$ cat config.mk
export PLATFORM = sky130hd
export DESIGN_NAME = ula_sequenciador
export DESIGN_NICKNAME = d
export VERILOG_FILES = /design/src/rtl/ula_sequenciador.sv
export SDC_FILE = /design/constraint.sdc
export NUM_CORES = 1
export LEC_CHECK = 0
export BUFFER_PORTS_ARGS = -buffer_cell sky130_fd_sc_hd__buf_2
export CORE_UTILIZATION = 42
export CTS_CLUSTER_SIZE = 28
export DETAILED_ROUTE_END_ITERATION = 10
export GPL_TIMING_DRIVEN = 0
export PLACE_DENSITY = 0.82
export SLEW_MARGIN = 20
export SYNTH_ARGS = -nofsm -noshare
export SYNTH_HDL_FRONTEND = slang
export SYNTH_SLANG_ARGS = --single-unit
$ cat constraint.sdc
create_clock -name i_clk -period 1.8 [get_ports i_clk]
set_input_delay 0.18 -clock i_clk [delete_from_list [all_inputs] [get_ports i_clk]]
set_output_delay 0.18 -clock i_clk [all_outputs]
set_load 0.05 [all_outputs]
$ cat src/rtl/ula_sequenciador.sv
// rtl/ula_sequenciador.sv - issues one instruction to the registered 4-bit ALU and hands its result downstream
module ula_sequenciador (
  input  logic        i_clk,
  input  logic        i_rst_n,
  input  logic [12:0] i_instr,
  input  logic        i_instr_valid,
  output logic        o_instr_ready,
  output logic [3:0]  o_alu_a,
  output logic [3:0]  o_alu_b,
  output logic [3:0]  o_alu_op,
  output logic        o_alu_sinal,
  input  logic [8:0]  i_alu_out,
  output logic [8:0]  o_res,
  output logic        o_res_err,
  output logic        o_res_valid,
  input  logic        i_res_ready,
  output logic [7:0]  o_n_exec
);

  typedef enum logic [1:0] {
    S_IDLE  = 2'd0,
    S_ISSUE = 2'd1,
    S_WAIT  = 2'd2,
    S_DONE  = 2'd3
  } state_t;

  state_t      r_state;
  state_t      w_next;
  logic        w_accept;
  logic        w_capture;
  logic        w_complete;
  logic [3:0]  r_alu_a;
  logic [3:0]  r_alu_b;
  logic [3:0]  r_alu_op;
  logic        r_alu_sinal;
  logic [8:0]  r_res;
  logic        r_res_err;
  logic [7:0]  r_n_exec;

  always_ff @(posedge i_clk or negedge i_rst_n) begin
    if (!i_rst_n) begin
      r_state <= S_IDLE;
    end else begin
      r_state <= w_next;
    end
  end

  always_comb begin
    w_next     = r_state;
    w_accept   = 1'b0;
    w_capture  = 1'b0;
    w_complete = 1'b0;
    case (r_state)
      S_IDLE: begin
        if (i_instr_valid) begin
          w_accept = 1'b1;
          w_next   = S_ISSUE;
        end
      end
      S_ISSUE: w_next = S_WAIT;
      S_WAIT: begin
        w_capture = 1'b1;
        w_next    = S_DONE;
      end
      S_DONE: begin
        if (i_res_ready) begin
          w_complete = 1'b1;
          w_next     = S_IDLE;
        end
      end
      default: w_next = S_IDLE;
    endcase
  end

  // ALU drive is held from accept until the next accept, so it is only loaded on w_accept
  always_ff @(posedge i_clk or negedge i_rst_n) begin
    if (!i_rst_n) begin
      r_alu_a     <= 4'd0;
      r_alu_b     <= 4'd0;
      r_alu_op    <= 4'd0;
      r_alu_sinal <= 1'b0;
      r_res_err   <= 1'b0;
      r_res       <= 9'd0;
      r_n_exec    <= 8'd0;
    end else begin
      if (w_accept) begin
        r_alu_sinal <= i_instr[12];
        r_alu_op    <= i_instr[11:8];
        r_alu_a     <= i_instr[7:4];
        r_alu_b     <= i_instr[3:0];
        r_res_err   <= (i_instr[11:8] == 4'd0) || i_instr[11];
      end
      if (w_capture) begin
        r_res <= i_alu_out;
      end
      if (w_complete) begin
        r_n_exec <= r_n_exec + 8'd1;
      end
    end
  end

  assign o_instr_ready = (r_state == S_IDLE) && i_rst_n;
  assign o_res_valid   = (r_state == S_DONE);
  assign o_alu_a       = r_alu_a;
  assign o_alu_b       = r_alu_b;
  assign o_alu_op      = r_alu_op;
  assign o_alu_sinal   = r_alu_sinal;
  assign o_res         = r_res;
  assign o_res_err     = r_res_err;
  assign o_n_exec      = r_n_exec;

endmodule

==> out/results.ini <==
[status]
run_status=complete, no violations

[clock_tree]
clock_sinks=33
cts_tree=done
cts_made_buffers=5
path_clk_slew_ns=0.10
post_cts_resized=0
cts_max_level=2
clkLatencyLatePin_ns=0.32
cts_setup_buffers=0
postCtsHoldBufs=2
clk_path_buf_depth=2
root_buffer=clkbuf_4

[routing]
avgRoutedWirePerCell_um=12.8
first_iter_violations=28
vias=963
drt-pass1-iter-count=4
drc=0
drtAntennaViolNets=0
routed_wl_um=2600
drt-vias-per-instance=4.74

[synthesis]
netlist_top_cells_area=dfrtp_1, mux2_2, mux2_4
seq_area_frac_synth_pct=60.2
synth_most_common_cell=dfrtp_1
syn_inst=91
ys_ff_latch=33
yosys.area.top_type_share_pct=60.2
synth_warnings=0
synth_edf_count=0
synth.distinct_cells=22
synth_top_cells_by_count=dfrtp_1, mux2_2, mux2_4
synth-main-ff-cell=dfrtp_1
syn-cell-area_um2=1370
syn_avg_cell_area_um2=15.1
synth_area_leader_cell=dfrtp_1
synth_fp_nets=121
synthArstFlopShare_pct=100

[place]
place_hpwl_um=1940
gp_congestion=0.624
port_buffers=58

[global_routing]
antenna_found_initial=0
grt_max_degree=34
grt.total_usage_pct=16.7
grt_pass1_wl_um=4200
grt_pass1_vias=974
grt.overflow.total=0

[critical_path]
path_buf_inv=2
reg2reg_from=r_state[0]
r2r_cells=5
critical-path-max-stage-delay_ns=0.41
worstPathRequired_ns=1.62
r2r_slack_ns=0.31
path_delay_family=flip-flops
worstReg2RegEnd=o_alu_b[2]
crit_fanout=4
slowest_stage=dfrtp_1
worst-setup-path-type=reg -> out
critPathArrivalTime_ns=1.48
critPathLaunchType=flip-flop
end_kind=primary output
path_cells=inv_1 -> ha_1 -> and2_2 -> buf_2

[worst_hold_path]
hold_path_depth=2
min-delay-start=i_alu_out[1]
hold_class=in -> reg
hold_end=o_res[1]

[layout]
multi_input_area_um2=519
fillCellCount=279
synthToLayoutAreaGrowth_pct=32.5
final_nets=188
n_antenna_cell=0
regArea_um2=826
layout-drive-gt1-share_pct=60.4

[floorplan]
dieArea_um2=3500
die_w_um=59.2
initial_utilization_pct=44.6
core-area_um2=3080
ios=59
die_h_um=59.2
placementRows=20

[timing]
rsz0062_at_grt=false
clock.fmax_mhz=603
fin_skew_ns=0.00289
hold_violations=0
slew_violations=0
setup_viol=0
tightest_slew_ns=0.254
slew_headroom_pct=83.2
period_share_pct=92.1
min_period_ns=1.66
setup_tns_ns=0

[run]
maxCapViolCount=0

==> flip-flops by register name, indices dropped and copies added (netlist names) <==
register / flops
o_alu_b: 4
r_state: 2
o_n_exec: 8
o_res_err: 1
o_res: 9
o_alu_sinal: 1
o_alu_op: 4
o_alu_a: 4
==> worst register-to-register path: cells and delay by family (launching register included) <==
kind,cells,cell delay [ns]
muxes,1,0.32
DFF,1,0.39
and+or+nand+nor,1,0.16
adders and majority gates,1,0.25
buffers and inverters,2,0.27
==> per-stage QoR <==
step / area (um^2) / worst slack, ns / instances / utilization [%] / hold slack, ns
2_1_floorplan: 1370 / 0.193 / 91 / - / -0.116
3_3_place_gp: 1720 / 0.353 / 193 / 55.8 / 0.258
3_5_place_dp: 1720 / 0.295 / 193 / 55.8 / 0.288
4_1_cts: 1820 / 0.125 / 203 / 59.1 / 0.0599
5_1_grt: 1820 / 0.0429 / 203 / 59.1 / 0.0488
6_report: 1820 / 0.142 / 203 / 59.1 / 0.0766
==> logic make-up after synthesis <==
group                      count (synthesis)  share of synthesized area [%]
buffers and inverters                      5                           2.01
and+or+nand+nor                           15                           6.29
adders and majority gates                  4                           3.65
DFF                                       33                           60.2
xor gates and xnor gates                   7                           4.47
muxes                                     24                           21.9
AOI/OAI and AO/OA                          3                           1.55
==> layer usage <==
layer  part of all wire, %  global-route usage (%)  vias to the layer above  routed length, um
met4                  0.96                    5.10                        0                 25
met1                    40                    18.2                      477               1030
met2                    54                    29.7                       29               1410
met3                   5.1                    6.55                        4                133
met5                     0                       0                        -                  0
li1                      -                       -                      453                  -
==> how the worst max path moves through the flow <==
stage | slack (ns) | cells past startpoint | startpoint | to
3_3_place_gp | 0.35 | 3 | i_rst_n | o_instr_ready
5_1_grt | 0.04 | 4 | r_state[0] | o_instr_ready
6_report | 0.14 | 4 | r_state[0] | o_instr_ready
2_1_floorplan | 0.19 | 4 | r_state[1] | r_state[1]
3_5_place_dp | 0.29 | 3 | i_rst_n | o_instr_ready
4_1_cts | 0.13 | 4 | r_state[0] | o_instr_ready
==> layout make-up <==
class	instances	share of cell area [%]
Sequential cell	33	45.4
Multi-Input combinational cell	53	28.6
Timing Repair Buffer	60	17.6
Clock buffer	7	3.58
Tap cell	44	3.03
Buffer	2	0.895
Inverter	3	0.619
Clock inverter	1	0.275
==> layout by cell type (no fill, tap or decap), drive strengths merged <==
cell         instances
a21oi                1
and2                 2
and3                 1
and4                 1
buf                 61
clkbuf               7
clkinv               1
dfrtp               33
dlygate4sd3          1
ha                   4
inv                  3
mux2                24
nand2                4
nand4                4
nor2                 1
nor2b                1
nor3                 1
o21ai                1
o32a                 1
xnor2                6
xor2                 1
Power is not shown: default switching activity piles up to over one toggle a cycle in this logic, so the estimate is an artifact.
